--- src/rtl/link_on_out_gen.sv ---
// link_on_out_gen: LINK_ON line generator for the transmitter board.
// LINK_ON rises only after link_req & link_ready have held for a settle time.
// Minimum high and low widths are enforced so the receiver's 1-clock low-glitch
// stretcher never swallows an edge.
// Optional feature macro: LINK_ON_DROP_CNT_EN adds drop_cnt_clr / drop_cnt,
// a saturating 8-bit count of ON -> HOLD_OFF transitions.
// Handshake note: there is no valid/ready pair here. Inputs are level signals
// sampled every clk edge, and all outputs are registered levels.
module link_on_out_gen #(
    parameter int SETTLE_CYC  = 250,
    parameter int MIN_ON_CYC  = 4,
    parameter int MIN_OFF_CYC = 4,
    parameter int CNT_W       = 16
) (
    input  logic       clk,
    input  logic       rst_n,
    input  logic       link_req,
    input  logic       link_ready,
    input  logic       force_off,
`ifdef LINK_ON_DROP_CNT_EN
    input  logic       drop_cnt_clr,
    output logic [7:0] drop_cnt,
`endif
    output logic       link_on,
    output logic [1:0] link_state,
    output logic       busy
);

    // A settle of 0 behaves as 1. The off time is at least 3 cycles, because
    // the receiver filter masks single-cycle lows.
    localparam int SETTLE_EFF  = (SETTLE_CYC < 1) ? 1 : SETTLE_CYC;
    localparam int MIN_OFF_EFF = (MIN_OFF_CYC < 3) ? 3 : MIN_OFF_CYC;

    localparam logic [CNT_W-1:0] ONE       = CNT_W'(1);
    localparam logic [CNT_W-1:0] SETTLE_T  = CNT_W'(SETTLE_EFF);
    localparam logic [CNT_W-1:0] MIN_ON_T  = CNT_W'(MIN_ON_CYC);
    localparam logic [CNT_W-1:0] MIN_OFF_T = CNT_W'(MIN_OFF_EFF);

    typedef enum logic [1:0] {
        ST_OFF      = 2'b00,
        ST_SETTLE   = 2'b01,
        ST_ON       = 2'b10,
        ST_HOLD_OFF = 2'b11
    } state_t;

    state_t           state, state_nxt;
    logic [CNT_W-1:0] cnt, cnt_nxt;
    logic             drop_pend, drop_pend_nxt;
    logic             go;
    logic             drop_req;

    // The state register is itself the debug view of the FSM.
    assign link_state = state;

    // Next state, counter and pending-drop latch.
    always_comb begin
        state_nxt     = state;
        cnt_nxt       = cnt;
        drop_pend_nxt = drop_pend;
        go            = link_req & link_ready & ~force_off;
        drop_req      = ~link_req | ~link_ready;
        case (state)
            ST_OFF: begin
                if (go) begin
                    state_nxt = ST_SETTLE;
                    cnt_nxt   = ONE;
                end
            end
            ST_SETTLE: begin
                // link_on was never high here, so an abort needs no hold-off.
                if (!go) begin
                    state_nxt = ST_OFF;
                    cnt_nxt   = '0;
                end else if (cnt == SETTLE_T) begin
                    state_nxt = ST_ON;
                    cnt_nxt   = ONE;
                end else begin
                    cnt_nxt = cnt + ONE;
                end
            end
            ST_ON: begin
                // force_off ignores the minimum on time. A normal drop that
                // arrives early is latched and taken once the count is reached.
                if (force_off || ((drop_req || drop_pend) && (cnt >= MIN_ON_T))) begin
                    state_nxt     = ST_HOLD_OFF;
                    cnt_nxt       = ONE;
                    drop_pend_nxt = 1'b0;
                end else begin
                    if (drop_req) begin
                        drop_pend_nxt = 1'b1;
                    end
                    if (cnt < MIN_ON_T) begin
                        cnt_nxt = cnt + ONE;
                    end
                end
            end
            ST_HOLD_OFF: begin
                // Inputs are ignored. Re-acquisition always restarts from OFF.
                if (cnt == MIN_OFF_T) begin
                    state_nxt = ST_OFF;
                    cnt_nxt   = '0;
                end else begin
                    cnt_nxt = cnt + ONE;
                end
            end
            default: begin
                state_nxt = ST_OFF;
                cnt_nxt   = '0;
            end
        endcase
    end

    // State and registered outputs. link_on and busy follow the new state on
    // the same edge, and reset clears them without any hold-off.
    always_ff @(posedge clk or negedge rst_n) begin
        if (!rst_n) begin
            state     <= ST_OFF;
            cnt       <= '0;
            drop_pend <= 1'b0;
            link_on   <= 1'b0;
            busy      <= 1'b0;
        end else begin
            state     <= state_nxt;
            cnt       <= cnt_nxt;
            drop_pend <= drop_pend_nxt;
            link_on   <= (state_nxt == ST_ON);
            busy      <= (state_nxt == ST_SETTLE) || (state_nxt == ST_HOLD_OFF);
        end
    end

`ifdef LINK_ON_DROP_CNT_EN
    logic on_to_hold;
    assign on_to_hold = (state == ST_ON) && (state_nxt == ST_HOLD_OFF);

    // Saturating drop counter. A clear wins over a simultaneous drop.
    always_ff @(posedge clk or negedge rst_n) begin
        if (!rst_n) begin
            drop_cnt <= 8'd0;
        end else if (drop_cnt_clr) begin
            drop_cnt <= 8'd0;
        end else if (on_to_hold && (drop_cnt != 8'hFF)) begin
            drop_cnt <= drop_cnt + 8'd1;
        end
    end
`endif

endmodule

--- config.mk ---
export PLATFORM = sky130hd
export DESIGN_NAME = link_on_out_gen
export DESIGN_NICKNAME = d
export VERILOG_FILES = /design/src/rtl/link_on_out_gen.sv
export SDC_FILE = /design/constraint.sdc
export NUM_CORES = 1
export LEC_CHECK = 0
export BUFFER_PORTS_ARGS = -buffer_cell sky130_fd_sc_hd__buf_4
export CAP_MARGIN = 10
export CORE_ASPECT_RATIO = 0.8
export CORE_UTILIZATION = 53
export DETAILED_ROUTE_END_ITERATION = 8
export GPL_TIMING_DRIVEN = 1
export PLACE_DENSITY = 0.74
export SKIP_LAST_GASP = 1
export SLEW_MARGIN = 10
export SYNTH_ARGS = -nofsm -noshare
export SYNTH_HDL_FRONTEND = slang
export SYNTH_SLANG_ARGS = --single-unit
--- constraint.sdc ---
create_clock -name clk -period 2 [get_ports clk]
set_input_delay 0.2 -clock clk [delete_from_list [all_inputs] [get_ports clk]]
set_output_delay 0.2 -clock clk [all_outputs]
set_load 0.005 [all_outputs]
=== Word level (Yosys, flattened, before mapping) ===
Index checks and enable logic that the tools add are counted.

* Output and inout bits: 4
* Register bits: 21

* Eq/ne operators: 10
* Add/sub/neg operators: 1
* Mux-type cells: 15
* Magnitude comparators: 2
* Bitwise logic cells: 6
* Reduce and logical (&&, ||, !) cells: 8

{| class="wikitable"
|+ Operators by type and width
! kind !! count
|-
| $mux W16 || 6
|-
| $pmux W16 S4 || 1
|-
| $add A16 B1 Y16 const B || 1
|-
| $eq A16 B3 Y1 const B || 1
|-
| $eq A16 B8 Y1 const B || 1
|-
| $ge A16 B3 Y1 const B || 1
|-
| $lt A16 B3 Y1 const B || 1
|-
| $mux W2 || 5
|-
| $eq A2 B2 Y1 const B || 4
|-
| $pmux W2 S4 || 1
|-
| $eq A2 B1 Y1 const B || 2
|-
| $reduce_and A2 Y1 || 2
|-
| $logic_or A1 B1 Y1 || 3
|-
| $ne A3 B3 Y1 const B || 1
|-
| $not A1 Y1 || 3
|-
| $and A1 B1 Y1 || 2
|-
| $logic_not A2 Y1 || 1
|-
| $mux W1 || 2
|-
| $ne A2 B2 Y1 const B || 1
|-
| $reduce_bool A2 Y1 || 1
|-
| $logic_and A1 B1 Y1 || 1
|-
| $or A1 B1 Y1 || 1
|}

=== Logic depth before layout (Yosys ltp) ===
Gate-level depths: netlist of run 1.

* Word-level depth: 9
* Gate-level depth with buffers: 9
* Mapped depth without buffers: 8

=== Worst setup path after synthesis of run 1 ===
No wires, ideal clock.

* Kind: reg-to-reg
* Start point: register cnt[0]
* End point: register cnt[4]
* Setup slack: -30 ps
* Period minus slack after synthesis: 2,030 ps
* Arrival time: 1,909 ps
* Cell stages (with the launch flop): 10
* Setup time: 121 ps
* Required time: 1,879 ps
* Cell sequence: dfrtp_1 inv_1 ha_1 nor4bb_1 a41oi_1 a31oi_2 o21ai_2 buf_6 a21o_1 a22o_1

* Longest elaborated chain between the ends: 5
* Elaborated cells on any way between the ends: 15

{| class="wikitable"
|+ Ends and longest elaborated chain
! element !! line !! RTL
|-
| from (decl) || 47 || <nowiki>logic [CNT_W-1:0] cnt, cnt_nxt;</nowiki>
|-
| from (signal assigned) || 124 || <nowiki>cnt <= cnt_nxt;</nowiki>
|-
| $ge A16 B3 Y1 || 84 || <nowiki>if (force_off || ((drop_req || drop_pend) && (cnt >= MIN_ON_T))) begin</nowiki>
|-
| $logic_and A1 B1 Y1 || 84 ||
|-
| $logic_or A1 B1 Y1 || 84 ||
|-
| $mux W16 / $ne A3 B3 Y1 (equally long branches) || -- ||
|-
| $pmux W16 S4 / $reduce_and A2 Y1 (equally long branches) || -- ||
|}

Several ways; a longest one is shown, not always the timed one. The select of a mux whose other input is x is not followed.
A chain may end at the register's enable or synchronous reset.

=== Worst setup path after layout of run 1 ===
* Start point: register state[0] (netlist: link_state[0])
* End point: register cnt[10]

* Longest elaborated chain between the ends: 3
* Elaborated cells on any way between the ends: 8

{| class="wikitable"
|+ Ends and longest elaborated chain
! element !! line !! RTL
|-
| from (decl) || 46 || <nowiki>state_t state, state_nxt;</nowiki>
|-
| from (signal assigned) || 123 || <nowiki>state <= state_nxt;</nowiki>
|-
| $eq A2 B2 Y1 / $logic_not A2 Y1 (equally long branches) || 62 || <nowiki>case (state)</nowiki>
|-
| $ne A3 B3 Y1 (no line) / $ne A2 B2 Y1 (equally long branches) || -- ||
|-
| $reduce_and A2 Y1 (no line) || -- ||
|}

Several ways; a longest one is shown, not always the timed one.

==> results of run 1 <==
==> sequential cells by signal (all words and copies together) (netlist names) <==
register / cells
link_on: 1
link_state: 2
cnt: 16
drop_pend: 1
==> final cells by class <==
class / count / area, um2
repair buffers: 46 / 379.1
fillers: 126 / 385.4
flip-flops and latches: 20 / 500.5
well taps: 34 / 42.54
inverters: 9 / 33.78
clock buffers: 4 / 36.28
multi-input cells: 113 / 893.4
==> synthesized netlist by cell type, types with 2 or more instances <==
cell,n,area [um2]
dfrtp_1,20,500.5
nand2_1,18,67.56
a21oi_1,12,60.06
nor2_1,12,45.04
inv_1,9,33.78
nand3_1,9,45.04
a22o_1,5,43.79
mux2i_1,5,50.05
nand4_1,5,31.28
a21o_1,4,30.03
nor3_1,4,20.02
buf_2,3,15.01
ha_1,3,37.54
and3_1,2,12.51
and4_1,2,17.52
buf_4,2,15.01
buf_6,2,22.52
nor4_4,2,42.54
o21ai_1,2,10.01
o21ai_2,2,17.52
==> what timing repair did <==
action                                  in CTS  in global routing
hold buffers                                 1                  0
pin swaps                                    5                  7
setup buffers                                5                  3
endpoints found under the setup margin      16                 16
gates cloned                                 1                  1
hold endpoints to repair                    20                  0
gates resized for setup                      8                 13
==> power breakdown <==
part           total (mW)  internal, mW  switching (mW)
Combinational        1.26         0.601           0.662
Clock               0.250         0.111           0.139
Sequential          0.568         0.467           0.101
Total                2.08          1.18           0.902
==> cell families after synthesis <==
logic type               synth area share [%]
AND/OR/NAND/NOR                         25.98
AO/OA/AOI/OAI                           23.38
flip-flops                              37.11
buffers and inverters                   6.400
multiplexers                            3.711
adder cells (fa/ha/maj)                 2.783
XOR/XNOR                               0.6495
==> metal layers <==
layer  up-vias  track usage, %  routed length [um]
met2        99           53.10                1995
met5         -               0                   0
met3        17           6.612                 481
li1        635               -                   -
met1       659           41.64                1782
met4         0           6.667                 122
==> worst max-delay path: stages (launching register included) <==
cell     delay [ns]
dfrtp_1        0.58
nor4b_2        0.39
a41oi_2        0.21
a31oi_4        0.28
o21ai_4        0.15
buf_6          0.16
a21oi_1        0.17
mux2i_1        0.10
==> worst paths after layout <==
check	to	slack (ns)	from	cells after the start
worst max-delay path	cnt[10]	-0.15	link_state[0]	7
worst min-delay path	drop_pend	0.28	rst_n	2
worst min register to register	drop_pend	0.58	drop_pend	2
max in group asynchronous	link_state[1]	1.50	rst_n	2
worst max register to register	cnt[10]	-0.15	link_state[0]	7
min in group clk	link_state[0]	0.28	force_off	4
==> results_dict.tcl, run 1 <==
set metrics [dict create \
    status "finished with violations" \
    violations "setup timing" \
    arrival_ns 2.36 \
    p_per_area_nw_per_um2 1104 \
    rsz0062_at_grt "yes" \
    slew_headroom_pct 59.72 \
    ys_seq_area_share_pct 37.11 \
    worst_slew_pin_slew_ns 0.5995 \
    fin_cells 226 \
    area_growth_pct 39.80 \
    hp-class "input port to asynchronous set/reset pin" \
    fin_total_pwr_mw 2.081 \
    synth-async-reset-ratio_pct 100.0 \
    numPortBuffers 8 \
    grt_pass1_vias 1295 \
    clock_path_buffers 2 \
    max_freq_mhz 464.1 \
    track_usage_pct 31.09 \
    htree_levels 1 \
    synth_enable_flop_cells 0 \
    die_x_um 58.40 \
    first_pass_iters 5 \
    ys.flop_type "dfrtp_1" \
    critPathMaxFanout 5 \
    avgSynthCellArea_um2 9.175 \
    ir_drop_uv 838.3 \
    grt_max_degree 21 \
    drt-total-wl_mm 4.382 \
    synth_area_um2 1349 \
    final_common_cell "buf_4" \
    crit_path_end_kind "flop" \
    maxSlewViolCount 0 \
    drive_above_1_share_pct 38.02 \
    ys_ff_latch 20 \
    crit_type "flop to flop" \
    drt_iter0_markers 85 \
    detail-route-antenna-nets 0 \
    p_leak_nw 0.8388 \
    cp.required_ns 2.21 \
    synth_warnings 0 \
    core_um2 2271 \
    core.rowCount 15 \
    setup_tns_ns -1.149 \
    clkTransAtPathRegs_ns 0.12 \
    place_congestion 0.9432 \
    grt_overflow_total 0 \
    period_needed_ns 2.154 \
    postSynthCellCount 147 \
    cts_buffers 3 \
    via_per_inst 6.239 \
    worstSetupStartpointType "flop" \
    antenna_found_initial 0 \
    timing.final.ws_setup_ns -0.1545 \
    grt_pass1_wl_mm 6.175 \
    clock_sinks 20 \
    preCtsSetupSlack_ns -0.1938 \
    synth_fp_nets 155 \
    final_cell_mix "39 x buf_4, 20 x dfrtp_1, 17 x nand2_1, 12 x nor2_1" \
    hold_violations 0 \
    dp_cells 211 \
    drc 0 \
    clkLatencyLatePin_ns 0.31 \
    fin_nets 201 \
    cts_tree "yes" \
    dr_total_vias 1410 \
    min_period_over_period_pct 107.7 \
    synth_cell_types 44 \
    postLayoutCoreUtil_pct 83.03 \
    finalSetupViolations 13 \
    num_antenna_cells 0 \
    final.setup_skew_ns 0.001323 \
    io_pins 9 \
    die_h_um 47.12 \
    wl_per_cell_um 19.39 \
    placed_cell_area_um2 1623 \
    die_area_um2 2752 \
    initial_core_util_pct 59.39 \
    place_hpwl_mm 2.426 \
    cts_root_buffer "clkbuf_4" \
    fin_area_um2 1886 \
    whs_ns 0.2751 \
    max_cap_violations 0 \
]
Power figures use the tool's default switching activity.
==> run 2: changes to the inputs <==
- CORE_MARGIN: not set -> 2
==> results_dict.tcl, run 2 (synthesis results as in run 1) <==
set metrics [dict create \
    fillers 126 \
    grt_max_degree 21 \
    crit_path_end_kind "flop" \
    critPathMaxFanout 6 \
    io_pins 9 \
    violations "setup timing" \
    p_leak_nw 0.8804 \
    numPortBuffers 8 \
    place_congestion 0.9006 \
    rr_endpoint "cnt[12]" \
    slew_headroom_pct 63.52 \
    clkTransAtPathRegs_ns 0.12 \
    crit_type "flop to flop" \
    max_cap_violations 0 \
    drive_above_1_share_pct 44.50 \
    fin_total_pwr_mw 2.222 \
    wl_per_cell_um 19.08 \
    regArea_um2 501.7 \
    grt_pass1_wl_mm 6.699 \
    core.rowCount 16 \
    fin_nets 210 \
    drt_iter0_markers 128 \
    cp_slowest_stage_delay_ns 0.43 \
    grt_overflow_total 0 \
    hp-class "input port to flop" \
    hold_violations 0 \
    critPathBufInv 2 \
    path_cells "nor4_4, buf_4, a41oi_2, a31oi_2, buf_4, o21ai_4, a21o_1, a22o_1" \
    initial_core_util_pct 55.68 \
    cpMaxStageDelayCell "dfrtp_1" \
    cts_root_buffer "clkbuf_4" \
    worstSetupStartpointType "flop" \
    top_layer_used "met4" \
    dr_total_vias 1475 \
    largest_reg_flops 16 \
    arrival_ns 2.36 \
    num_antenna_cells 0 \
    cp.required_ns 2.22 \
    crit_cells 8 \
    htree_levels 1 \
    die_x_um 60.40 \
    rsz0062_at_grt "yes" \
    met3_length_um 379 \
    maxSlewViolCount 0 \
    largest_register "cnt" \
    setup_tns_ns -1.679 \
    cts_buffers 3 \
    die_h_um 49.12 \
    final_cell_mix "49 x buf_4, 19 x dfrtp_1, 14 x nand2_1, 11 x nor2_1" \
    r2r_cells 8 \
    die_area_um2 2967 \
    track_usage_pct 30.44 \
    drc 0 \
    clock_sinks 20 \
    multi_input_area_um2 915.9 \
    path_delay_family "compound AO/OA/AOI/OAI gates" \
    ir_drop_uv 778.2 \
    detail-route-antenna-nets 0 \
    antenna_found_initial 0 \
    startpoint "cnt[10]" \
    timing.final.ws_setup_ns -0.1422 \
    core_um2 2422 \
    drt-total-wl_mm 4.503 \
    cpMostUsedCell "buf_4" \
    clock_path_buffers 2 \
    via_per_inst 6.250 \
    r2r_start "cnt[10]" \
    wl_met1_mm 1.839 \
    wl_met2_mm 2.062 \
    grt_pass1_vias 1411 \
    status "finished with violations" \
    area_growth_pct 45.45 \
    final.setup_skew_ns 0.008999 \
    clkLatencyLatePin_ns 0.31 \
    cts_tree "yes" \
    min_period_over_period_pct 107.1 \
    finalSetupViolations 16 \
    final_common_cell "buf_4" \
    first_pass_iters 5 \
    max_freq_mhz 466.8 \
    rrSetupSlack_ns -0.14 \
    worst_slew_pin_slew_ns 0.5452 \
    place_hpwl_mm 2.420 \
    period_needed_ns 2.142 \
    crit_end "cnt[12]" \
    p_per_area_nw_per_um2 1132 \
]
[run 2: cell count changes in the layout (fill, tap and decap cells not counted), sizes merged]
cell / previous run / this run
buf: 45 / 54
clkbuf: 4 / 3
[run 2: how the worst min path moves through the flow]
stage                     startpoint             to  slack [ns]  depth (start not counted)
after floorplan                rst_n         cnt[0]        -0.1                          0
after global placement         rst_n        link_on         0.1                          1
after detailed placement       rst_n        link_on        0.10                          1
after CTS                  force_off  link_state[0]        0.23                          4
after global routing       force_off  link_state[0]        0.29                          4
final                      force_off  link_state[0]        0.26                          4
[run 2: per-layer routing]
layer	track usage, %	vias up
met2	48.37	88
met4	11.48	0
li1	-	652
met5	0	-
met1	40.00	705
met3	6.631	30
[run 2: area by class of cell]
cell class                 instances  share of cell area [%]
tap                               36                   2.296
sequential                        20                   25.57
timing repair buffer              55                   22.58
inverter                           9                   1.722
multi-input combinational        113                   46.68
clock buffer                       3                   1.148
[run 2: power by group]
part	total [mW]	internal, mW	leakage [nW]	switching (mW)
clock	0.202	0.0705	0.0138	0.132
sequential	0.565	0.469	0.267	0.0960
combinational	1.45	0.739	0.600	0.715
total	2.22	1.28	0.880	0.943
[run 2: worst reg2reg max path: cells and delay by family, from the launching register on]
kind | cells | cell delay (ns)
AO/OA/AOI/OAI | 5 | 0.83
buffers and inverters | 2 | 0.38
flip-flops | 1 | 0.43
AND/OR/NAND/NOR | 1 | 0.40
[run 2: what timing repair did]
item / 4_1_cts / 5_1_grt
endpoints found under the setup margin: 16 / 16
hold endpoints to repair: 20 / 0
resized for setup: 16 / 13
cloned: 2 / 1
setup buffers: 6 / 8
hold buffers: 1 / 0
pin swaps: 11 / 13
[run 2: per-stage QoR]
step	instance area [um2]	util, %	setup slack [ns]	hold slack (ns)	std cells
6_report	1962	80.99	-0.1422	0.2579	236
5_1_grt	1962	80.99	-0.2073	0.2895	236
4_1_cts	1863	76.91	-0.05419	0.2293	228
3_5_place_dp	1648	68.03	-0.1704	0.1016	216
3_3_place_gp	1648	68.03	-0.1171	0.09757	216
2_1_floorplan	1355	-	0.004660	-0.09559	147
==> run 3: changes to the inputs <==
- ABC_AREA: not set -> 1
- CORE_UTILIZATION: 53 -> 55
- PLACE_DENSITY: 0.74 -> 0.76
==> results_dict.tcl, run 3 <==
set metrics [dict create \
    largest_reg_flops 16 \
    synth_enable_flop_cells 0 \
    arrival_ns 1.98 \
    drt-total-wl_mm 3.659 \
    hold_violations 0 \
    p_clk_share_pct 44.4 \
    worst_slew_pin_slew_ns 0.3380 \
    cp_slowest_stage_delay_ns 0.44 \
    whs_ns 0.3005 \
    grt_pass1_wl_mm 6.210 \
    synth_common_cells "81 x nand2_1, 34 x inv_1, 33 x nand3_1, 21 x nor2_1, 20 x dfrtp_1" \
    synth_warnings 0 \
    io_pins 9 \
    fin_cells 295 \
    place_congestion 0.8437 \
    place_hpwl_mm 2.711 \
    core_um2 2765 \
    postLayoutCoreUtil_pct 62.99 \
    swShare_pct 19.94 \
    track_usage_pct 24.71 \
    finalSetupViolations 0 \
    final_cell_mix "81 x nand2_1, 34 x inv_1, 33 x nand3_1, 21 x nor2_1, 20 x dfrtp_1" \
    ys_top_cells_by_area "dfrtp_1 31%, nand2_1 19%, nand3_1 10%" \
    ys_seq_area_share_pct 31.18 \
    crit_type "flop to flop" \
    seqPwrFrac_pct 52.7 \
    postSynthCellCount 247 \
    clkTransAtPathRegs_ns 0.13 \
    setup_tns_ns 0 \
    cp.required_ns 2.27 \
    period_needed_ns 1.715 \
    ir_drop_uv 419.3 \
    cts_buffers 3 \
    synth_fp_nets 255 \
    synth_area_um2 1605 \
    clock_path_buffers 2 \
    avgSynthCellArea_um2 6.499 \
    rsz0062_at_grt "no" \
    critPathMaxFanout 4 \
    cts_tree "yes" \
    detail-route-antenna-nets 0 \
    die_h_um 52.32 \
    htree_levels 1 \
    largest_register "cnt" \
    antenna_found_initial 0 \
    cpMostUsedCell "nand2_1" \
    hp-class "input port to asynchronous set/reset pin" \
    core.rowCount 17 \
    clock_sinks 20 \
    dr_total_vias 1516 \
    numPortBuffers 8 \
    ys.flop_type "dfrtp_1" \
    yosysTopAreaCell "dfrtp_1" \
    min_period_over_period_pct 85.75 \
    clkLatencyLatePin_ns 0.31 \
    timing.final.ws_setup_ns 0.2850 \
    fin_area_um2 1742 \
    synth-async-reset-ratio_pct 100.0 \
    initial_core_util_pct 58.05 \
    grt_overflow_total 0 \
    via_per_inst 5.139 \
    ys_ff_latch 20 \
    dp_cells 290 \
    preCtsSetupSlack_ns 0.3053 \
    final_common_cell "nand2_1" \
    die_x_um 64.40 \
    synth_cell_types 24 \
    grt_max_degree 21 \
    maxSlewViolCount 0 \
    status "complete, no violations" \
    path_delay_family "simple AND/OR/NAND/NOR gates" \
    final.setup_skew_ns 0.01511 \
    p_sw_mw 0.1530 \
    cts_root_buffer "clkbuf_4" \
    num_antenna_cells 0 \
    first_pass_iters 4 \
    rrSetupSlack_ns 0.29 \
    yosysMostFrequentCell "nand2_1" \
    synth_top_area_share_pct 31.18 \
    critPathBufInv 1 \
    max_cap_violations 0 \
    area_growth_pct 8.496 \
    cts_setup_buffers 0 \
    max_freq_mhz 583.1 \
    slew_headroom_pct 77.38 \
    p_per_area_nw_per_um2 440.7 \
    fin_nets 266 \
    post_cts_resized 0 \
    fin_total_pwr_mw 0.7675 \
    power_frac_comb_pct 2.9 \
    die_area_um2 3369 \
    cpMaxStageDelayCell "dfrtp_1" \
    intPower_mw 0.6145 \
    crit_path_end_kind "flop" \
    drive_above_1_share_pct 14.79 \
    p_leak_nw 0.9090 \
    drc 0 \
    grt_pass1_vias 1344 \
    wl_per_cell_um 12.40 \
    path_cells "ha_1, nand2_1, nor2_2, inv_2, nor2_1, nand3_1, xor2_1, nor2_1, nand2_1, nand2_1" \
    placed_cell_area_um2 1679 \
    drt_iter0_markers 158 \
    worstSetupStartpointType "flop" \
]
run 3: cell types whose count changed after synthesis, moves of 5 or more:
| cell | delta |
|---|---|
| nor2_2 | +5 |
| o21ai_0 | +7 |
| nor2_1 | +9 |
| a22o_1 | -5 |
| inv_2 | +5 |
| mux2i_1 | -5 |
| a21oi_1 | -10 |
| nand2_1 | +63 |
| nand3_1 | +24 |
| inv_1 | +25 |
run 3: routing by layer:
layer	part of all wire (%)	vias up	GRT usage, %
met3	4.7	2	4.516
met5	0	-	0
met1	51	688	35.71
li1	-	790	-
met4	0.55	0	5.674
met2	44	36	38.54
run 3: kinds of logic after synthesis:
logic type	synth area share (%)
xor+xnor	2.182
buf+inv	12.08
fa+ha+maj	2.339
simple gates	47.31
flops	31.18
compound gates	4.911
run 3: power groups by stage:
stage,logic (mW),clock network (mW),registers (mW)
final,0.0226,0.341,0.404
after global routing,0.0256,0.368,0.404
after CTS,0.0228,0.345,0.404
after detailed placement,0.0210,0,0.412
after global placement,0.0212,0,0.412
after floorplan,0.00497,0,0.412
run 3: worst paths after layout:
check | start | endpoint | cells after the start
worst max-delay path | cnt[0] | cnt[14] | 10
worst min-delay path | rst_n | cnt[6] | 2
worst max register to register | cnt[0] | cnt[14] | 10
worst min register to register | cnt[14] | cnt[14] | 2
max in group asynchronous | rst_n | cnt[7] | 2
min in group clk | link_ready | drop_pend | 6
run 3: area by class of cell:
type / count / area [um2]
Fill cell: 280 / 1023
Multi-Input combinational cell: 183 / 910.9
Sequential cell: 20 / 500.5
Inverter: 40 / 152.6
Timing Repair Buffer: 10 / 77.57
Tap cell: 38 / 47.55
Clock inverter: 1 / 30.03
Clock buffer: 3 / 22.52
run 3: timing repair:
action	CTS	global route
setup endpoints to repair	0	0
hold endpoints to repair	20	0
hold buffers	1	0
